`src/rtl/obi_ram_arbiter.sv`:
```
// -----------------------------------------------------------------------------
// obi_ram_arbiter
//
// Shares one single-port RAM between two OBI requesters:
//   m0 = core instruction port, m1 = core data port.
// Round-robin arbitration, an address-window check and fixed one-cycle
// response routing back to the requester that was granted.
//
// Handshake: a requester's mX_req is accepted in the same cycle that
// mX_gnt is high (combinational, no wait states). Exactly one cycle after
// every grant, mX_rvalid pulses on the granted port, with mX_err set if the
// address was outside the RAM window. Responses are never stalled, so
// back-to-back grants produce back-to-back responses in grant order.
//
// Ports
//   clk, rst            clock, synchronous active-high reset
//   mX_req/gnt          OBI request / grant (X = 0,1)
//   mX_we/be/addr/wdata OBI request attributes
//   mX_rvalid/rdata/err OBI response
//   ram_req/we/be/addr/wdata  RAM access (all zero when no in-window access)
//   ram_rvalid/rdata    RAM response (data one cycle after ram_req)
// -----------------------------------------------------------------------------
module obi_ram_arbiter #(
    parameter int            DW        = 32,
    parameter int            AW        = 32,
    parameter int            SW        = 4,
    parameter int            RAM_AW    = 14,
    parameter logic [AW-1:0] ADDR_BASE = 32'h4000,
    parameter logic [AW-1:0] ADDR_SIZE = 32'h4000
) (
    input  logic              clk,
    input  logic              rst,

    input  logic              m0_req,
    output logic              m0_gnt,
    input  logic              m0_we,
    input  logic [SW-1:0]     m0_be,
    input  logic [AW-1:0]     m0_addr,
    input  logic [DW-1:0]     m0_wdata,
    output logic              m0_rvalid,
    output logic [DW-1:0]     m0_rdata,
    output logic              m0_err,

    input  logic              m1_req,
    output logic              m1_gnt,
    input  logic              m1_we,
    input  logic [SW-1:0]     m1_be,
    input  logic [AW-1:0]     m1_addr,
    input  logic [DW-1:0]     m1_wdata,
    output logic              m1_rvalid,
    output logic [DW-1:0]     m1_rdata,
    output logic              m1_err,

    output logic              ram_req,
    output logic              ram_we,
    output logic [SW-1:0]     ram_be,
    output logic [RAM_AW-1:0] ram_addr,
    output logic [DW-1:0]     ram_wdata,
    input  logic              ram_rvalid,
    input  logic [DW-1:0]     ram_rdata
);

    // 1 = m1 held the most recent grant. Resets to 1 so m0 wins first contention.
    logic          last_gnt;
    logic          win_m1;
    logic          any_gnt;

    logic          sel_we;
    logic [SW-1:0] sel_be;
    logic [AW-1:0] sel_addr;
    logic [DW-1:0] sel_wdata;
    logic          in_win;

    logic          rsp_valid_q;
    logic          rsp_owner_q;
    logic          rsp_err_q;
    logic          rsp_read_q;
    logic          rsp_live;

    // m1 wins when it is the only requester, or on contention when m0 was
    // the most recent winner.
    always_comb begin
        win_m1 = 1'b0;
        if (m1_req && (!m0_req || !last_gnt)) begin
            win_m1 = 1'b1;
        end
    end

    assign m0_gnt  = m0_req & ~win_m1 & ~rst;
    assign m1_gnt  = m1_req &  win_m1 & ~rst;
    assign any_gnt = m0_gnt | m1_gnt;

    assign sel_we    = win_m1 ? m1_we    : m0_we;
    assign sel_be    = win_m1 ? m1_be    : m0_be;
    assign sel_addr  = win_m1 ? m1_addr  : m0_addr;
    assign sel_wdata = win_m1 ? m1_wdata : m0_wdata;

    // One extra bit keeps ADDR_BASE + ADDR_SIZE from wrapping at the top of the map.
    assign in_win = ({1'b0, sel_addr} >= {1'b0, ADDR_BASE}) &&
                    ({1'b0, sel_addr} <  ({1'b0, ADDR_BASE} + {1'b0, ADDR_SIZE}));

    always_comb begin
        ram_req   = 1'b0;
        ram_we    = 1'b0;
        ram_be    = '0;
        ram_addr  = '0;
        ram_wdata = '0;
        if (any_gnt && in_win) begin
            ram_req   = 1'b1;
            ram_we    = sel_we;
            ram_be    = sel_be;
            // Only the low RAM_AW bits of the offset survive, so subtract in that width.
            ram_addr  = sel_addr[RAM_AW-1:0] - ADDR_BASE[RAM_AW-1:0];
            ram_wdata = sel_wdata;
        end
    end

    always_ff @(posedge clk) begin
        if (rst) begin
            last_gnt    <= 1'b1;
            rsp_valid_q <= 1'b0;
            rsp_owner_q <= 1'b0;
            rsp_err_q   <= 1'b0;
            rsp_read_q  <= 1'b0;
        end else begin
            rsp_valid_q <= any_gnt;
            if (any_gnt) begin
                last_gnt    <= win_m1;
                rsp_owner_q <= win_m1;
                rsp_err_q   <= ~in_win;
                rsp_read_q  <= in_win & ~sel_we;
            end
        end
    end

    // A response pending while reset is asserted is dropped, not delivered.
    assign rsp_live = rsp_valid_q & ~rst;

    assign m0_rvalid = rsp_live & ~rsp_owner_q;
    assign m1_rvalid = rsp_live &  rsp_owner_q;
    assign m0_err    = m0_rvalid & rsp_err_q;
    assign m1_err    = m1_rvalid & rsp_err_q;
    // Writes and errors return zero data rather than whatever the RAM drives.
    assign m0_rdata  = (m0_rvalid && rsp_read_q) ? ram_rdata : '0;
    assign m1_rdata  = (m1_rvalid && rsp_read_q) ? ram_rdata : '0;

`ifndef SYNTHESIS
    // Routing relies on fixed RAM latency; the RAM must answer exactly the
    // in-window accesses issued one cycle earlier.
    always @(posedge clk) begin
        if (!rst) begin
            assert (ram_rvalid == (rsp_valid_q & ~rsp_err_q));
        end
    end
`endif

endmodule

```
`config.mk`:
```
export PLATFORM = sky130hd
export DESIGN_NAME = obi_ram_arbiter
export DESIGN_NICKNAME = d
export VERILOG_FILES = /design/src/rtl/obi_ram_arbiter.sv
export SDC_FILE = /design/constraint.sdc
export NUM_CORES = 1
export LEC_CHECK = 0
export ABC_CLOCK_PERIOD_IN_PS = 2440
export CAP_MARGIN = 20
export CORE_AREA = 4 4 115 117
export CTS_CLUSTER_DIAMETER = 40
export DETAILED_ROUTE_END_ITERATION = 8
export DIE_AREA = 0 0 119 121
export DONT_BUFFER_PORTS = 1
export GPL_ROUTABILITY_DRIVEN = 0
export PLACE_DENSITY_LB_ADDON = 0.3
export SLEW_MARGIN = 20
export SYNTH_ARGS = -nofsm -noshare
export SYNTH_HDL_FRONTEND = slang
export SYNTH_SLANG_ARGS = --single-unit
```
`constraint.sdc`:
```
create_clock -name clk -period 2.44 [get_ports clk]
set_clock_uncertainty 0.2 [all_clocks]
set_input_delay 0.61 -clock clk [delete_from_list [all_inputs] [get_ports clk]]
set_output_delay 0.61 -clock clk [all_outputs]
set_load 0.05 [all_outputs]
```
* Word level (Yosys, flattened, before mapping)
Index checks and enable logic that the tools add are counted.
** Operators by class
- $lt $le $gt $ge :: 2
- Multiplexer cells :: 12
- Bitwise logic cells :: 16
- Reductions and logical operators :: 8
** Operators by type and width (number)
- $mux W32 :: 5
- $ge A32 B15 Y1 const B :: 1
- $lt A32 B16 Y1 const B :: 1
- $mux W14 :: 1
- $and A1 B1 Y1 :: 10
- $mux W4 :: 2
- $logic_and A1 B1 Y1 :: 5
- $not A1 Y1 :: 5
- $mux W1 :: 4
- $logic_not A1 Y1 :: 2
- $logic_or A1 B1 Y1 :: 1
- $or A1 B1 Y1 :: 1
** Word-level totals
- Register bits :: 5
- Bits of input ports :: 175
- Output and inout port bits :: 122
- Logic and storage cells :: 43

* Depth between registers and ports, before layout
Gate-level depths: netlist (run 1).
- Word-level depth :: 10
- Mapped depth :: 7
- Gate-level depth less buffers :: 5

* Worst setup path after synthesis (run 1)
OpenSTA, ideal clock, no wires.
- Kind :: input port to output port
- From :: in m1_addr[30]
- To :: out ram_we
- Arrival time :: 2398 ps
- Data required time :: 1630 ps
- Setup slack :: -768 ps
- Stages on the path :: 5
- Path buffers :: 1
- Cell sequence :: or4_4 nor4_4 o21ai_2 buf_6 nor2_1
** On the way
- Cells in the longest elaborated chain, start to end :: 5
- Elaborated cells between the ends (all ways) :: 6
- Classes of those cells :: order compare: 2; mux: 2; reduce/logical: 2
** RTL lines
- start: declaration :: RTL line 48 : input logic [AW-1:0] m1_addr,
- $mux W32 (*) :: RTL line 95 : assign sel_addr = win_m1 ? m1_addr : m0_addr;
- $ge A32 B15 Y1 or $lt A32 B16 Y1 (tied branches) :: RTL line 99, 100
- $logic_and A1 B1 Y1 (*) :: RTL line 99 : assign in_win = ({1'b0, sel_addr} >= {1'b0, ADDR_BASE}) &&
- $logic_and A1 B1 Y1 (*) :: RTL line 108 : if (any_gnt && in_win) begin
- $mux W1 (*) :: RTL line 108
- end: declaration :: RTL line 55 : output logic ram_we,
Every way passes the cells marked *; elsewhere a longest branch is shown, timed or not.

* Final worst setup path (run 1)
- From :: in m1_addr[30]
- To :: out ram_wdata[10]
** On the way
- Cells in the longest elaborated chain, start to end :: 5
- Elaborated cells between the ends (all ways) :: 6
- Classes of those cells :: order compare: 2; mux: 2; reduce/logical: 2
** RTL lines
- $mux W32 (*) :: RTL line 95
- $ge A32 B15 Y1 or $lt A32 B16 Y1 (tied branches) :: RTL line 99, 100
- $logic_and A1 B1 Y1 (*) :: RTL line 99
- $logic_and A1 B1 Y1 (*) :: RTL line 108
- $mux W32 (*) :: RTL line 108
- end: declaration :: RTL line 58 : output logic [DW-1:0] ram_wdata,
Marked as above.

==> impl_metrics.toml, run 1 <==
[run_status]
status = "finished with violations"
violations = "setup timing"

[place]
dpl_worst_slack_ps = -649
placed_cells = 516
placed_area_um2 = 4070
place.port_buffers = 0
hpwl_um = 7950

[logic_synthesis]
ys_ff_latch = 5
synth-main-ff-cell = "dfxtp_1"
synth_top_area_cell = "a21oi_2"
synth_top_area_share_pct = 24.2
avgSynthCellArea_um2 = 6.06
async_flop_share_pct = 0
seq_area_frac_synth_pct = 5.75
ys_warn_count = 0
synth_edf_count = 0
synth_cell_type_count = 28
syn_area_um2 = 1740
syn-num-nets = 462
syn_inst = 287
ys_top_cells_by_area = "a21oi_2 24%, and3_1 23%, nand2_1 22%"

[sta]
worst_slack_ps = -605
period_share_pct = 125
setup-violations-final = 52
slew_headroom_pct = 79.2
slew_violations = 0
tightest_slew_ps = 308
rsz0062_at_grt = "true"
hold_viol = 0
fmax_mhz = 328
min_period_ps = 3040

[clocking]
numCtsBuffers = 3
cts_max_path_buffers = 2
clkSlewWorstSetupHoldPaths_ps = 30
clock-sinks = 5
cts_max_level = 1
clock-root-buffer = "clkbuf_16"
clk-insertion-delay-late_ps = 230
cts_tree = "built"
holdBufCountCts = 0

[pwr]
pwr_density_cell_nw_per_um2 = 142
cellLeakagePower_nw = 1.46
p_switching_w = 0.000219
p_int_w = 0.000373
power.share.switching_pct = 37.0
power_w = 0.000591
pwr-share-seq_pct = 15.5
p_comb_share_pct = 38.4
pwr-share-clk_pct = 46.0
vdd_drop_max_mv = 0.135

[routing]
drc = 0
ant_nets = 0
vias = 2356
firstDrtPassIters = 4
route.detailed.wl_per_inst_um = 17.5
viasPerCell = 4.52
wl_um = 9100
drt_iter0_drc = 58

[setup_path]
critPathCaptureType = "output port"
critPathKind = "in -> out"
crit_path_top_delay_cell = "or4_4"
crit_path_end = "ram_wdata[10]"
path_cells = "or4_4 > nor4_4 > buf_4 > o21ai_4 > buf_12 > a21oi_4 > buf_12"
cp.arrival_ps = 2230
crit_path_frequent_cell = "buf_12"
crit_required_ps = 1630
cp-start-kind = "input pin"
timing.rr.end = "rsp_read_q$_SDFFE_PP0P_"
reg2reg_slack_ps = 650
rr_worst_depth = 7
crit_start = "m1_addr[30]"
crit_fanout = 21
regToRegStartpoint = "last_gnt$_SDFFE_PP1P_"
max_stage_delay_ps = 530

[floorplanning]
core_um2 = 12400
die_w_um = 119
die_y_um = 121
rows = 41
die_area_um2 = 14400
ios = 297
start_util_pct = 14.1

[global_routing]
grt_pass1_vias = 2410
grt_max_degree = 45
track_usage_pct = 11.1
grt_pass1_wl_um = 12900
antenna_found_initial = 0
grt-ovfl-total = 0

[cells_and_area]
drive_above_1_share_pct = 61.3
fin_area_um2 = 4180
instances_no_fill = 521
fillers = 1242
nNetsFinal = 525
antenna_cells = 0
area_delta_synth_final_pct = 140

[run]
max_cap_viol_count = 0

[worst_hold_path]
hold_path.class = "in -> reg"
## metal layers
| layer | vias up | track usage, % | wire length, um |
|---|---|---|---|
| met4 | 0 | 1.09 | 22 |
| li1 | 1111 | - | - |
| met1 | 1065 | 11.2 | 2990 |
| met3 | 2 | 3.92 | 1060 |
| met5 | - | 0 | 0 |
| met2 | 178 | 22.3 | 5030 |
## power by group through the flow
stage                     Sequential [W]  Combinational, W  Clock, W
final                          0.0000919          0.000227  0.000272
after detailed placement       0.0000931          0.000231         0
after global placement         0.0000928          0.000224         0
after CTS                      0.0000921          0.000231  0.000278
after global routing           0.0000926          0.000251  0.000281
after floorplan                0.0000916          0.000180         0
## placed cells by master (no fill, tap or decap), drive strengths merged
master	instances
a21bo	1
a21boi	1
a21o	1
a21oi	51
and2	2
and3	64
and3b	1
buf	89
clkbuf	4
dfxtp	5
inv	2
mux2i	1
nand2	102
nand2b	2
nand4	2
nor2	5
nor3b	3
nor4	6
nor4b	2
o21ai	2
o32ai	1
or4	2
## layout make-up
cell class                 count  area [um2]  area share, %
tap                          172         215           5.15
inverter                       2        12.5          0.300
clock buffer                   4        78.8           1.89
timing repair buffer          89        1630           39.0
sequential                     5         101           2.43
multi-input combinational    249        2140           51.3
## synth_stat cells, types with 2 or more instances
master / n
nand4_1: 2
buf_6: 5
a21oi_1: 3
nor2_1: 4
nand2_1: 102
nor4_1: 4
and3_1: 64
nor4b_1: 2
dfxtp_1: 5
nor3b_1: 3
or4_4: 2
and2_1: 2
nand2b_1: 2
nor4_4: 2
clkbuf_1: 25
a21oi_2: 48
## worst min path at each step
stage,start,end,slack [ps],depth (start not counted)
2_1_floorplan,rsp_owner_q$_SDFFE_PP0P_,rsp_owner_q$_SDFFE_PP0P_,290,2
3_3_place_gp,rsp_owner_q$_SDFFE_PP0P_,rsp_owner_q$_SDFFE_PP0P_,290,2
3_5_place_dp,rsp_owner_q$_SDFFE_PP0P_,rsp_owner_q$_SDFFE_PP0P_,300,2
4_1_cts,rst,rsp_owner_q$_SDFFE_PP0P_,250,1
5_1_grt,rst,rsp_owner_q$_SDFFE_PP0P_,250,1
6_report,rst,rsp_owner_q$_SDFFE_PP0P_,250,1
## metrics by stage
stage | hold slack (ps) | utilization, % | setup TNS (ps)
after floorplan | 290 | - | -24000
final | 255 | 33.8 | -29670
after CTS | 250 | 33.7 | -31010
after global placement | 293 | 32.9 | -33050
after detailed placement | 301 | 32.9 | -31890
after global routing | 252 | 33.8 | -32630
## logic make-up (layout without fill, tap and decap cells)
group,after synthesis,count (layout),share of synthesized area [%]
and+or+nand+nor,191,191,56.4
AOI/OAI and AO/OA,57,57,28.0
DFF,5,5,5.75
muxes,1,1,0.575
buffers and inverters,33,95,9.34
## critical path, delay by kind of cell
family / cells / cell delay [ps]
compound gates: 2 / 270
buf+inv: 3 / 540
simple gates: 2 / 800
## sequential cells by signal (all words and copies together), names as in the netlist
signal,cells
last_gnt,1
rsp_err_q,1
rsp_owner_q,1
rsp_read_q,1
rsp_valid_q,1
## repair_timing
| item | CTS | global route |
|---|---|---|
| hold endpoints to repair | 0 | 0 |
| pin swaps | 1 | 0 |
| setup endpoints to repair | 52 | 54 |
| buffers inserted | 1 | 0 |
| resized for setup | 2 | 4 |
| cloned | 0 | 0 |
No activity file was read; power rests on OpenSTA's default activity.
==> run 2: changes to the inputs <==
PLACE_DENSITY = 0.3   (was not set)
PLACE_DENSITY_LB_ADDON = not set   (was 0.3)
SKIP_CTS_REPAIR_TIMING = 1   (was not set)
==> run 2 against run 1 <==
Effect of this change:
- the run still ends with setup timing left
- non-clock buffer count unchanged
- sequential cell count did not move
- wire length increased by 4.5%
- design area fell by 0.93%
- final cell count stayed put
==> impl_metrics.toml, run 2 (same netlist as run 1, synthesis figures left out) <==
[clocking]
cts_max_path_buffers = 2
clkSlewWorstSetupHoldPaths_ps = 30
clk-insertion-delay-late_ps = 230
clock-sinks = 5
cts_tree = "built"
clock-root-buffer = "clkbuf_16"
cts_max_level = 1
numCtsBuffers = 3

[global_routing]
grt_max_degree = 55
grt_pass1_wl_um = 14200
grt-ovfl-total = 0
antenna_found_initial = 0
grt_pass1_vias = 2626
track_usage_pct = 12.3

[cells_and_area]
fin_util_pct = 33.5
drive_above_1_share_pct = 61.6
area_delta_synth_final_pct = 138
antenna_cells = 0
final_common_cell = "nand2_1"
nNetsFinal = 525
final_cell_mix = "102 x nand2_1, 73 x buf_12, 48 x a21oi_4"

[routing]
firstDrtPassIters = 4
viasPerCell = 4.54
ant_nets = 0
route.detailed.wl_per_inst_um = 18.3
drc = 0
drt_iter0_drc = 35
wl_um = 9510
vias = 2366

[sta]
hold_viol = 0
rsz0062_at_grt = "true"
setup-violations-final = 52
fin_tns_setup_ps = -26600
worst_slack_ps = -535
min_period_ps = 2970
hold_ws_ps = 253
fmax_mhz = 336
slew_headroom_pct = 73.6
tightest_slew_ps = 395
slew_violations = 0
period_share_pct = 122

[setup_path]
cp-start-kind = "input pin"
path_cells = "or4_4 > nor4_4 > o21ai_4 > buf_12 > a21oi_2 > buf_12"
critPathKind = "in -> out"
crit_path_frequent_cell = "buf_12"
crit_fanout = 16
critPathCaptureType = "output port"
crit_path_top_delay_cell = "or4_4"
max_stage_delay_ps = 530
crit_required_ps = 1630
cp.arrival_ps = 2160

[place]
hpwl_um = 7990
place.port_buffers = 0

[pwr]
p_int_w = 0.000368
power.share.switching_pct = 36.6
pwr-share-clk_pct = 46.3
pwr-share-seq_pct = 15.8
p_comb_share_pct = 37.9
vdd_drop_max_mv = 0.137
p_switching_w = 0.000213
cellLeakagePower_nw = 1.45
pwr_density_cell_nw_per_um2 = 140

[run_status]
status = "finished with violations"
violations = "setup timing"

[floorplanning]
die_w_um = 119
die_area_um2 = 14400
start_util_pct = 14.1
ios = 297
die_y_um = 121
core_um2 = 12400
rows = 41

[run]
max_cap_viol_count = 0

[worst_hold_path]
hold_path.class = "in -> reg"
## run 2: cell counts in the layout (fill, tap and decap cells not counted)
Identical to the previous run, type by type.
## run 2: per-stage QoR
step	setup slack, ps	instance area [um2]	cells	total power, W
after CTS	-569	4100	518	0.000592
after global placement	-565	4020	514	0.000313
after detailed placement	-561	4020	514	0.000318
after floorplan	-465	2430	287	0.000271
final	-535	4140	521	0.000580
after global routing	-618	4140	521	0.000617
## run 2: power by group through the flow
stage	Clock [W]	Sequential [W]	Combinational, W
final	0.000269	0.0000918	0.000220
after global routing	0.000280	0.0000930	0.000244
after CTS	0.000274	0.0000921	0.000226
after detailed placement	0	0.0000934	0.000225
after global placement	0	0.0000931	0.000220
after floorplan	0	0.0000916	0.000180
## run 2: final cells by class
| type | count | area, um2 |
|---|---|---|
| inverter | 2 | 15.0 |
| multi-input combinational | 249 | 2140 |
| fill | 1251 | 8230 |
| tap | 172 | 215 |
| clock buffer | 4 | 78.8 |
| sequential | 5 | 101 |
| timing repair buffer | 89 | 1590 |
## run 2: path summary, 6_finish.rpt
kind         cells after the start                startpoint                       end  slack (ps)
min                              1                       rst  rsp_owner_q$_SDFFE_PP0P_         250
min reg2reg                      2  rsp_owner_q$_SDFFE_PP0P_  rsp_owner_q$_SDFFE_PP0P_         310
max                              6               m0_addr[30]                 ram_be[3]        -530
max reg2reg                      7     last_gnt$_SDFFE_PP1P_   rsp_read_q$_SDFFE_PP0P_         490
## run 2: per-layer routing
metal | up-vias | GRT usage [%] | part of all wire [%]
met5 | - | 0 | 0
met3 | 6 | 4.38 | 10
met2 | 170 | 23.8 | 55
met4 | 0 | 2.90 | 1.2
met1 | 1081 | 12.6 | 34
li1 | 1109 | - | -
## run 2: critical path, delay by kind of cell
family	cells	cell delay [ps]
and+or+nand+nor	2	870
buffers and inverters	2	350
AOI/OAI and AO/OA	2	310
